==> src/rtl/line_batch_controller_if.sv <==
// Control/status bundle between the line sequencer and the batch controller.
interface line_batch_controller_if;
    logic       start_batch;
    logic [3:0] batch_size;
    logic       stop_req;
    logic       clear_fault;
    logic       llenando;
    logic       sellando;
    logic       productook;
    logic       startfill;
    logic       batch_done;
    logic       fault;
    logic [3:0] good_count;
    logic [1:0] reject_count;
    logic [2:0] state_indicator;

    modport master (
        output start_batch, batch_size, stop_req, clear_fault,
               llenando, sellando, productook,
        input  startfill, batch_done, fault, good_count, reject_count, state_indicator
    );

    modport slave (
        input  start_batch, batch_size, stop_req, clear_fault,
               llenando, sellando, productook,
        output startfill, batch_done, fault, good_count, reject_count, state_indicator
    );
endinterface

==> src/rtl/line_batch_controller.sv <==
// Batch sequencer for a fill/seal/inspect line: fills a latched number of good
// products, retries rejects, and faults on stalls or repeated rejects.
module line_batch_controller #(
    parameter int unsigned TIMEOUT_CYC = 200,
    parameter int unsigned MAX_REJECT  = 3
) (
    input  logic                     clk,
    input  logic                     rst,
    line_batch_controller_if.slave   bus
);

    localparam int unsigned TW = $clog2(TIMEOUT_CYC + 1);
    localparam logic [TW-1:0] T_LAST = TW'(TIMEOUT_CYC - 1);
    localparam logic [TW-1:0] T_MAX  = TW'(TIMEOUT_CYC);

    typedef enum logic [2:0] {
        IDLE     = 3'd0,
        REQ_FILL = 3'd1,
        FILLING  = 3'd2,
        SEALING  = 3'd3,
        CHECK    = 3'd4,
        DONE     = 3'd5,
        FAULT    = 3'd6
    } state_t;

    state_t        state;
    logic [3:0]    size_q;
    logic [3:0]    good_q;
    logic [1:0]    rej_q;
    logic [TW-1:0] timer;
    logic          stop_q;
    logic          startfill_q;
    logic          done_q;
    logic          fault_q;

    logic       stop_c;
    logic       timer_hit_c;
    logic [3:0] good_inc_c;
    logic [1:0] rej_inc_c;
    logic       rej_limit_c;

    // Saturating increments and decision terms used by the state register.
    always_comb begin
        stop_c      = stop_q | bus.stop_req;
        timer_hit_c = (timer >= T_LAST);
        good_inc_c  = (good_q == 4'hF) ? good_q : good_q + 4'd1;
        rej_inc_c   = (rej_q == 2'd3) ? rej_q : rej_q + 2'd1;
        rej_limit_c = (32'(rej_inc_c) >= MAX_REJECT);
    end

    // State, counters and registered outputs; outputs are set on the edge that enters their state.
    always_ff @(posedge clk or posedge rst) begin
        if (rst) begin
            state       <= IDLE;
            size_q      <= 4'd0;
            good_q      <= 4'd0;
            rej_q       <= 2'd0;
            timer       <= '0;
            stop_q      <= 1'b0;
            startfill_q <= 1'b0;
            done_q      <= 1'b0;
            fault_q     <= 1'b0;
        end else begin
            startfill_q <= 1'b0;
            done_q      <= 1'b0;
            if (bus.stop_req && (state inside {REQ_FILL, FILLING, SEALING, CHECK}))
                stop_q <= 1'b1;
            case (state)
                IDLE: begin
                    if (bus.start_batch && (bus.batch_size != 4'd0)) begin
                        size_q      <= bus.batch_size;
                        good_q      <= 4'd0;
                        rej_q       <= 2'd0;
                        stop_q      <= 1'b0;
                        timer       <= '0;
                        state       <= REQ_FILL;
                        startfill_q <= 1'b1;
                    end
                end
                REQ_FILL: begin
                    timer <= '0;
                    state <= FILLING;
                end
                FILLING: begin
                    if (bus.sellando) begin
                        timer <= '0;
                        state <= SEALING;
                    end else if (timer_hit_c) begin
                        timer   <= T_MAX;
                        stop_q  <= 1'b0;
                        fault_q <= 1'b1;
                        state   <= FAULT;
                    end else begin
                        timer <= timer + TW'(1);
                    end
                end
                SEALING: begin
                    if (!bus.sellando && !bus.llenando) begin
                        state <= CHECK;
                    end else if (timer_hit_c) begin
                        timer   <= T_MAX;
                        stop_q  <= 1'b0;
                        fault_q <= 1'b1;
                        state   <= FAULT;
                    end else begin
                        timer <= timer + TW'(1);
                    end
                end
                CHECK: begin
                    if (bus.productook) begin
                        good_q <= good_inc_c;
                        rej_q  <= 2'd0;
                        if (good_inc_c == size_q) begin
                            stop_q <= 1'b0;
                            done_q <= 1'b1;
                            state  <= DONE;
                        end else if (stop_c) begin
                            stop_q <= 1'b0;
                            state  <= IDLE;
                        end else begin
                            startfill_q <= 1'b1;
                            state       <= REQ_FILL;
                        end
                    end else begin
                        rej_q <= rej_inc_c;
                        if (rej_limit_c) begin
                            stop_q  <= 1'b0;
                            fault_q <= 1'b1;
                            state   <= FAULT;
                        end else if (stop_c) begin
                            stop_q <= 1'b0;
                            state  <= IDLE;
                        end else begin
                            startfill_q <= 1'b1;
                            state       <= REQ_FILL;
                        end
                    end
                end
                DONE: begin
                    state <= IDLE;
                end
                FAULT: begin
                    if (bus.clear_fault) begin
                        fault_q <= 1'b0;
                        state   <= IDLE;
                    end
                end
                default: begin
                    fault_q <= 1'b0;
                    state   <= IDLE;
                end
            endcase
        end
    end

    assign bus.startfill       = startfill_q;
    assign bus.batch_done      = done_q;
    assign bus.fault           = fault_q;
    assign bus.good_count      = good_q;
    assign bus.reject_count    = rej_q;
    assign bus.state_indicator = 3'(state);

endmodule

==> src/flat_wrapper.sv <==
// flat-port wrapper written by rule: the top's interface ports become plain ports
module line_batch_controller_flat 
#(
    parameter int unsigned TIMEOUT_CYC = 200,
    parameter int unsigned MAX_REJECT  = 3
)
  (clk, rst, bus_start_batch, bus_batch_size, bus_stop_req, bus_clear_fault, bus_llenando, bus_sellando, bus_productook, bus_startfill, bus_batch_done, bus_fault, bus_good_count, bus_reject_count, bus_state_indicator);
  line_batch_controller_if bus_i ();
  input  logic clk;
  input  logic rst;
  input wire logic [$bits(bus_i.start_batch)-1:0] bus_start_batch;
  input wire logic [$bits(bus_i.batch_size)-1:0] bus_batch_size;
  input wire logic [$bits(bus_i.stop_req)-1:0] bus_stop_req;
  input wire logic [$bits(bus_i.clear_fault)-1:0] bus_clear_fault;
  input wire logic [$bits(bus_i.llenando)-1:0] bus_llenando;
  input wire logic [$bits(bus_i.sellando)-1:0] bus_sellando;
  input wire logic [$bits(bus_i.productook)-1:0] bus_productook;
  output wire logic [$bits(bus_i.startfill)-1:0] bus_startfill;
  output wire logic [$bits(bus_i.batch_done)-1:0] bus_batch_done;
  output wire logic [$bits(bus_i.fault)-1:0] bus_fault;
  output wire logic [$bits(bus_i.good_count)-1:0] bus_good_count;
  output wire logic [$bits(bus_i.reject_count)-1:0] bus_reject_count;
  output wire logic [$bits(bus_i.state_indicator)-1:0] bus_state_indicator;
  assign bus_i.start_batch = bus_start_batch;
  assign bus_i.batch_size = bus_batch_size;
  assign bus_i.stop_req = bus_stop_req;
  assign bus_i.clear_fault = bus_clear_fault;
  assign bus_i.llenando = bus_llenando;
  assign bus_i.sellando = bus_sellando;
  assign bus_i.productook = bus_productook;
  assign bus_startfill = bus_i.startfill;
  assign bus_batch_done = bus_i.batch_done;
  assign bus_fault = bus_i.fault;
  assign bus_good_count = bus_i.good_count;
  assign bus_reject_count = bus_i.reject_count;
  assign bus_state_indicator = bus_i.state_indicator;
  line_batch_controller #(.TIMEOUT_CYC(TIMEOUT_CYC), .MAX_REJECT(MAX_REJECT)) u_core (.clk(clk), .rst(rst), .bus(bus_i));
endmodule
==> config.mk <==
export PLATFORM = sky130hd
export DESIGN_NAME = line_batch_controller_flat
export DESIGN_NICKNAME = d
export VERILOG_FILES = /design/src/rtl/line_batch_controller_if.sv /design/src/rtl/line_batch_controller.sv /design/src/flat_wrapper.sv
export SDC_FILE = /design/constraint.sdc
export NUM_CORES = 1
export LEC_CHECK = 0
export BUFFER_PORTS_ARGS = -buffer_cell sky130_fd_sc_hd__buf_2
export CORE_MARGIN = 4
export CORE_UTILIZATION = 55
export DETAILED_ROUTE_END_ITERATION = 10
export GPL_TIMING_DRIVEN = 0
export PLACE_DENSITY = 0.78
export SLEW_MARGIN = 20
export SYNTH_ARGS = -nofsm -noshare
export SYNTH_HDL_FRONTEND = slang
export SYNTH_SLANG_ARGS = --single-unit
==> constraint.sdc <==
create_clock -name clk -period 2.35 [get_ports clk]
set_input_delay 0.705 -clock clk [delete_from_list [all_inputs] [get_ports clk]]
set_output_delay 0.705 -clock clk [all_outputs]
set_load 0.005 [all_outputs]
==> results of run 1 <==
-- through the flow --
step | util [%] | std cells | hold slack [ns] | power, mW | instance area [um^2]
floorplan | - | 157 | 0.4547 | 1.179 | 1415
global placement | 63.86 | 210 | 0.4844 | 1.352 | 1568
detailed placement | 63.86 | 210 | 0.4799 | 1.393 | 1568
CTS | 64.98 | 214 | 0.5114 | 1.584 | 1595
global route | 65.55 | 214 | 0.5538 | 1.715 | 1609
finish | 65.55 | 214 | 0.5123 | 1.591 | 1609
-- where the power goes --
group	leakage [nW]	internal, mW	switching (mW)
clock	0.0177	0.0638	0.129
combinational	0.454	0.320	0.420
sequential	0.331	0.542	0.116
total	0.803	0.925	0.665
-- registers in the layout, indices dropped and copies added, names as in the netlist --
signal,count
u_core.bus.batch_done,1
u_core.bus.fault,1
u_core.bus.good_count,4
u_core.bus.reject_count,2
u_core.bus.startfill,1
u_core.bus.state_indicator,3
u_core.size_q,4
u_core.stop_q,1
u_core.timer,8
-- cells in the final DEF (no fill, tap or decap), drive strengths merged, types with 4 or more instances in the layout --
master and count:
clkbuf 5, buf 25, nand2 23, o21ai 14, and3 5, nor2 9
nand3 9, dfrtp 25, nor3 4, a21oi 7, inv 6, nand2b 6
-- cells in the mapped netlist, types with 3 or more instances --
master,number,share of area (%)
nand2_1,23,6.1
dfrtp_1,25,44
nor3_1,4,1.4
a21oi_1,7,2.5
nor2_1,9,2.4
inv_1,6,1.6
nand2b_1,6,2.7
nand3_1,8,2.8
o21ai_0,14,5.0
mux2i_1,3,2.1
and3_1,5,2.2
xnor2_1,3,1.9
-- worst paths after layout --
check	depth (start not counted)	slack [ns]	to
max in group asynchronous	2	1.20	u_core.bus.batch_done
setup reg to reg	5	0.21	u_core.timer[5]
setup / recovery	5	0.21	u_core.timer[5]
hold reg to reg	2	0.51	u_core.size_q[0]
min in group asynchronous	2	0.57	u_core.timer[1]
hold / removal	2	0.51	u_core.size_q[0]
-- layout make-up --
type | count | area, um^2
plain buffers | 4 | 23.77
inverters | 6 | 22.52
multi-input cells | 122 | 757.0
flip-flops and latches | 25 | 625.6
clock inverters | 1 | 5.005
well taps | 30 | 37.54
repair buffers | 23 | 115.1
fillers | 219 | 845.8
clock buffers | 3 | 22.52
-- kinds of logic after synthesis --
group | after synthesis | share of synthesized area [%]
XOR/XNOR | 4 | 2.476
buffers and inverters | 10 | 3.271
adder cells (fa/ha/maj) | 2 | 1.768
multiplexers | 4 | 2.918
flip-flops | 25 | 44.21
AO/OA/AOI/OAI | 40 | 18.75
AND/OR/NAND/NOR | 72 | 26.61
-- metal layers --
| metal | global-route usage [%] | up-vias | wire length [um] |
|---|---|---|---|
| met2 | 32.02 | 50 | 1506 |
| li1 | - | 638 | - |
| met4 | 11.00 | 0 | 115 |
| met1 | 26.05 | 638 | 1429 |
| met3 | 2.193 | 15 | 187 |
| met5 | 0 | - | 0 |
-- worst max-delay path: cells and delay by family, from the launching register on --
| kind | cells | cell delay [ns] |
|---|---|---|
| AND/OR/NAND/NOR | 2 | 0.73 |
| flip-flops | 1 | 0.43 |
| adder cells (fa/ha/maj) | 1 | 0.26 |
| AO/OA/AOI/OAI | 2 | 0.62 |
-- repair_timing --
action	CTS	global route
gates resized for setup	0	1
hold buffers	0	0
endpoints found under the setup margin	0	1
==> flow_metrics.tcl, run 1 <==
set metrics [dict create \
    layout-drive-gt1-share_pct 20.11 \
    tightest_slew_ns 0.9438 \
    wl_per_cell_um 15.14 \
    r2r-start "u_core.timer[0]" \
    port_buffers 23 \
    outcome "finished clean" \
    cp-end-kind "flip-flop" \
    ys_ff_latch 25 \
    drt-initial-drc-count 56 \
    hold_path_class "reg -> reg" \
    yosys_warnings 0 \
    ys_async_sr_fraction_pct 100.0 \
    clockRootBuffer "clkbuf_4" \
    worst_path_max_delay_cell "or3_1" \
    crit_chain "ha_1 -> a2111oi_0 -> nor2_1 -> or3_1 -> o31ai_1" \
    vias 1341 \
    viasPerCell 6.266 \
    h-tree-depth 1 \
    worstSetupPathType "reg -> reg" \
    tns_ns 0 \
    grt_usage_pct 19.90 \
    yosys.cell_types.count 45 \
    setup_violations 0 \
    clockBufferDepth 2 \
    yosysSeqAreaShare_pct 44.21 \
    timing.final.crit_share_pct 90.92 \
    pwr_density_cell_nw_per_um2 988.5 \
    routabilityCongestion 0.9288 \
    fp.dieArea_um2 3449 \
    ys.flop_type "dfrtp_1" \
    grt_overflow 0 \
    crit_arrival_ns 2.38 \
    rsz0062_at_grt "false" \
    postCtsSetupRepairBufs 0 \
    critPathRequiredTime_ns 2.59 \
    hp-start "u_core.size_q[0]" \
    clock-sinks 25 \
    antenna_found_initial 0 \
    p_leak_nw 0.8032 \
    insertion_delay_ns 0.32 \
    cap_violations 0 \
    antenna_cells 0 \
    clk_pin_slew_ns 0.14 \
    cts_made_buffers 3 \
    worstSetupStartpoint "u_core.timer[0]" \
    fmax_ghz 0.4680 \
    synth_area_per_cell_um2 9.013 \
    nNetsFinal 199 \
    antenna_left 0 \
    relSlewSlack_pct 37.01 \
    place_ws_ns -0.1566 \
    hpwl_mm 2.370 \
    synthCells 157 \
    final.setup.worst_slack_ns 0.2133 \
    grt_pass1_vias 1229 \
    fp.dieW_um 58.73 \
    fp-row-count 18 \
    area_delta_synth_final_pct 13.70 \
    synth_nets 171 \
    slowest_delay_ns 0.50 \
    grt_max_degree 26 \
    synth_edf_count 0 \
    finalWirelength_mm 3.239 \
    pin_count 24 \
    core_um2 2455 \
    grt_pass1_wl_mm 5.347 \
    final-hold-violation-count 0 \
    start_util_pct 57.65 \
    crit_path_start_kind "flip-flop" \
    fin_crit_ns 2.137 \
    cts_tree "yes" \
    synth_area_um2 1415 \
    die_h_um 58.73 \
    dr.pass1.iters 4 \
    crit_fanout 9 \
    fin_skew_ns 0.009654 \
    post-route-drc-count 0 \
    slew_violations 0 \
    ir_drop_mv 0.6637 \
]
Note: power is estimated with default switching activity, not from simulation.
==> run 2: changes to the inputs <==
Settings changed: ABC_AREA set to 1, CTS_CLUSTER_SIZE set to 20.
==> flow_metrics.tcl, run 2 <==
set metrics [dict create \
    outcome "finished clean" \
    finish.utilization_pct 66.81 \
    clk_pin_slew_ns 0.15 \
    fp-row-count 18 \
    vias 1376 \
    fp.dieW_um 60.79 \
    critPathRequiredTime_ns 1.64 \
    p_leak_nw 0.9628 \
    routabilityCongestion 0.8942 \
    synth_area_leader_cell "dfrtp_1" \
    antenna_cells 0 \
    grt_usage_pct 18.87 \
    yosys.cell_types.count 27 \
    cts_tree "yes" \
    crit_fanout 7 \
    final_common_cell "nand2_1" \
    clock-sinks 25 \
    largest_reg_flops 8 \
    ys_ff_latch 25 \
    relSlewSlack_pct 37.04 \
    grt_max_degree 26 \
    setup_violations 0 \
    start_util_pct 59.70 \
    core_um2 2567 \
    cp-end-kind "output port" \
    synth_area_leaders "dfrtp_1, nand2_1, inv_1" \
    synth_top_area_share_pct 40.82 \
    viasPerCell 5.115 \
    slew_violations 0 \
    holdBufCountCts 0 \
    yosys_warnings 0 \
    synth_edf_count 0 \
    cap_violations 0 \
    timing.final.crit_share_pct 74.91 \
    crit_arrival_ns 1.06 \
    finalWirelength_mm 2.970 \
    layout-drive-gt1-share_pct 21.76 \
    final-hold-violation-count 0 \
    ir_drop_mv 0.6824 \
    yosysMostFrequentCell "nand2_1" \
    antenna_found_initial 0 \
    antenna_left 0 \
    cts_made_buffers 3 \
    post-route-drc-count 0 \
    synth_area_um2 1533 \
    fmax_ghz 0.5681 \
    pwr_density_cell_nw_per_um2 948.6 \
    drt-initial-drc-count 55 \
    filler_cell_count 257 \
    hold_path_class "reg -> reg" \
    h-tree-depth 1 \
    postCtsSetupRepairBufs 0 \
    crit_path_start_kind "flip-flop" \
    ctsResizeCount 0 \
    worst-path-buf-inv 1 \
    reg2reg_setup_slack_ns 0.69 \
    fin_crit_ns 1.760 \
    dr.pass1.iters 4 \
    regMostFlops "u_core.timer" \
    ys_async_sr_fraction_pct 100.0 \
    register_area_um2 625.6 \
    clockRootBuffer "clkbuf_4" \
    area_delta_synth_final_pct 11.92 \
    port_buffers 23 \
    wl_per_cell_um 11.04 \
    nNetsFinal 254 \
    die_h_um 60.79 \
    grt_overflow 0 \
    grt_pass1_vias 1282 \
    path_delay_family "flip-flops" \
    worst_path_max_delay_cell "dfrtp_1" \
    tns_ns 0 \
    yosysSeqAreaShare_pct 40.82 \
    insertion_delay_ns 0.31 \
    pin_count 24 \
    grt_pass1_wl_mm 5.326 \
    synthCells 212 \
    clockBufferDepth 2 \
    rsz0062_at_grt "false" \
    synth_area_per_cell_um2 7.230 \
    multi_input_area_um2 755.7 \
    tightest_slew_ns 0.9434 \
    slowest_delay_ns 0.56 \
    fp.dieArea_um2 3695 \
    synth_nets 226 \
    netlist_top_cells_count "nand2_1, inv_1, dfrtp_1" \
    layout_common_cells "nand2_1, inv_1, dfrtp_1" \
    worstSetupPathType "reg -> out" \
    hpwl_mm 2.353 \
    fin_skew_ns 0.01059 \
    ys.flop_type "dfrtp_1" \
    crit_chain "buf_2" \
]
==> run 2: worst paths after layout <==
kind                                                from                       endpoint  cells after the start
setup / recovery           u_core.bus.state_indicator[2]         bus_state_indicator[2]                      1
hold / removal                             u_core.stop_q                  u_core.stop_q                      1
setup reg to reg                u_core.bus.good_count[0]  u_core.bus.state_indicator[0]                      9
hold reg to reg                            u_core.stop_q                  u_core.stop_q                      1
max in group asynchronous                            rst               u_core.size_q[3]                      2
min in group asynchronous                            rst                u_core.timer[0]                      2
==> run 2: cell families (layout without fill, tap and decap cells) <==
logic type / after synthesis / count (layout) / synth area share, %
fa+ha+maj: 2 / 2 / 1.632
compound gates: 39 / 39 / 14.45
flops: 25 / 25 / 40.82
simple gates: 107 / 107 / 33.22
buf+inv: 39 / 66 / 9.878
==> run 2: layout make-up <==
type                       count  share of cell area [%]
multi-input combinational    148                   44.06
sequential                    25                   36.47
inverter                      37                   8.096
timing repair buffer          23                   6.710
tap                           30                   2.188
clock buffer                   3                   1.313
buffer                         2                  0.7294
clock inverter                 1                  0.4376
==> run 2: per-stage QoR <==
step	hold slack, ns	total power, mW	cell area (um^2)	setup WS (ns)	instances
6_report	0.5398	1.627	1715	0.5896	269
5_1_grt	0.5497	1.797	1715	0.5133	269
4_1_cts	0.5402	1.640	1715	0.5789	269
3_5_place_dp	0.4991	1.444	1685	0.6537	265
3_3_place_gp	0.5029	1.437	1685	0.6583	265
2_1_floorplan	0.4726	1.253	1533	0.8948	212
==> run 2: per-layer routing <==
| layer | part of all wire (%) | track usage, % | vias up |
|---|---|---|---|
| met3 | 4.1 | 2.553 | 2 |
| li1 | - | - | 737 |
| met1 | 53 | 29.26 | 618 |
| met5 | 0 | 0 | - |
| met4 | 0.64 | 4.954 | 0 |
| met2 | 42 | 27.63 | 19 |
==> run 2: report_power, final <==
group	internal [mW]	leakage, nW	switching (mW)
Sequential	0.547	0.327	0.113
Combinational	0.307	0.622	0.466
Clock	0.0648	0.0139	0.129
Total	0.919	0.963	0.709
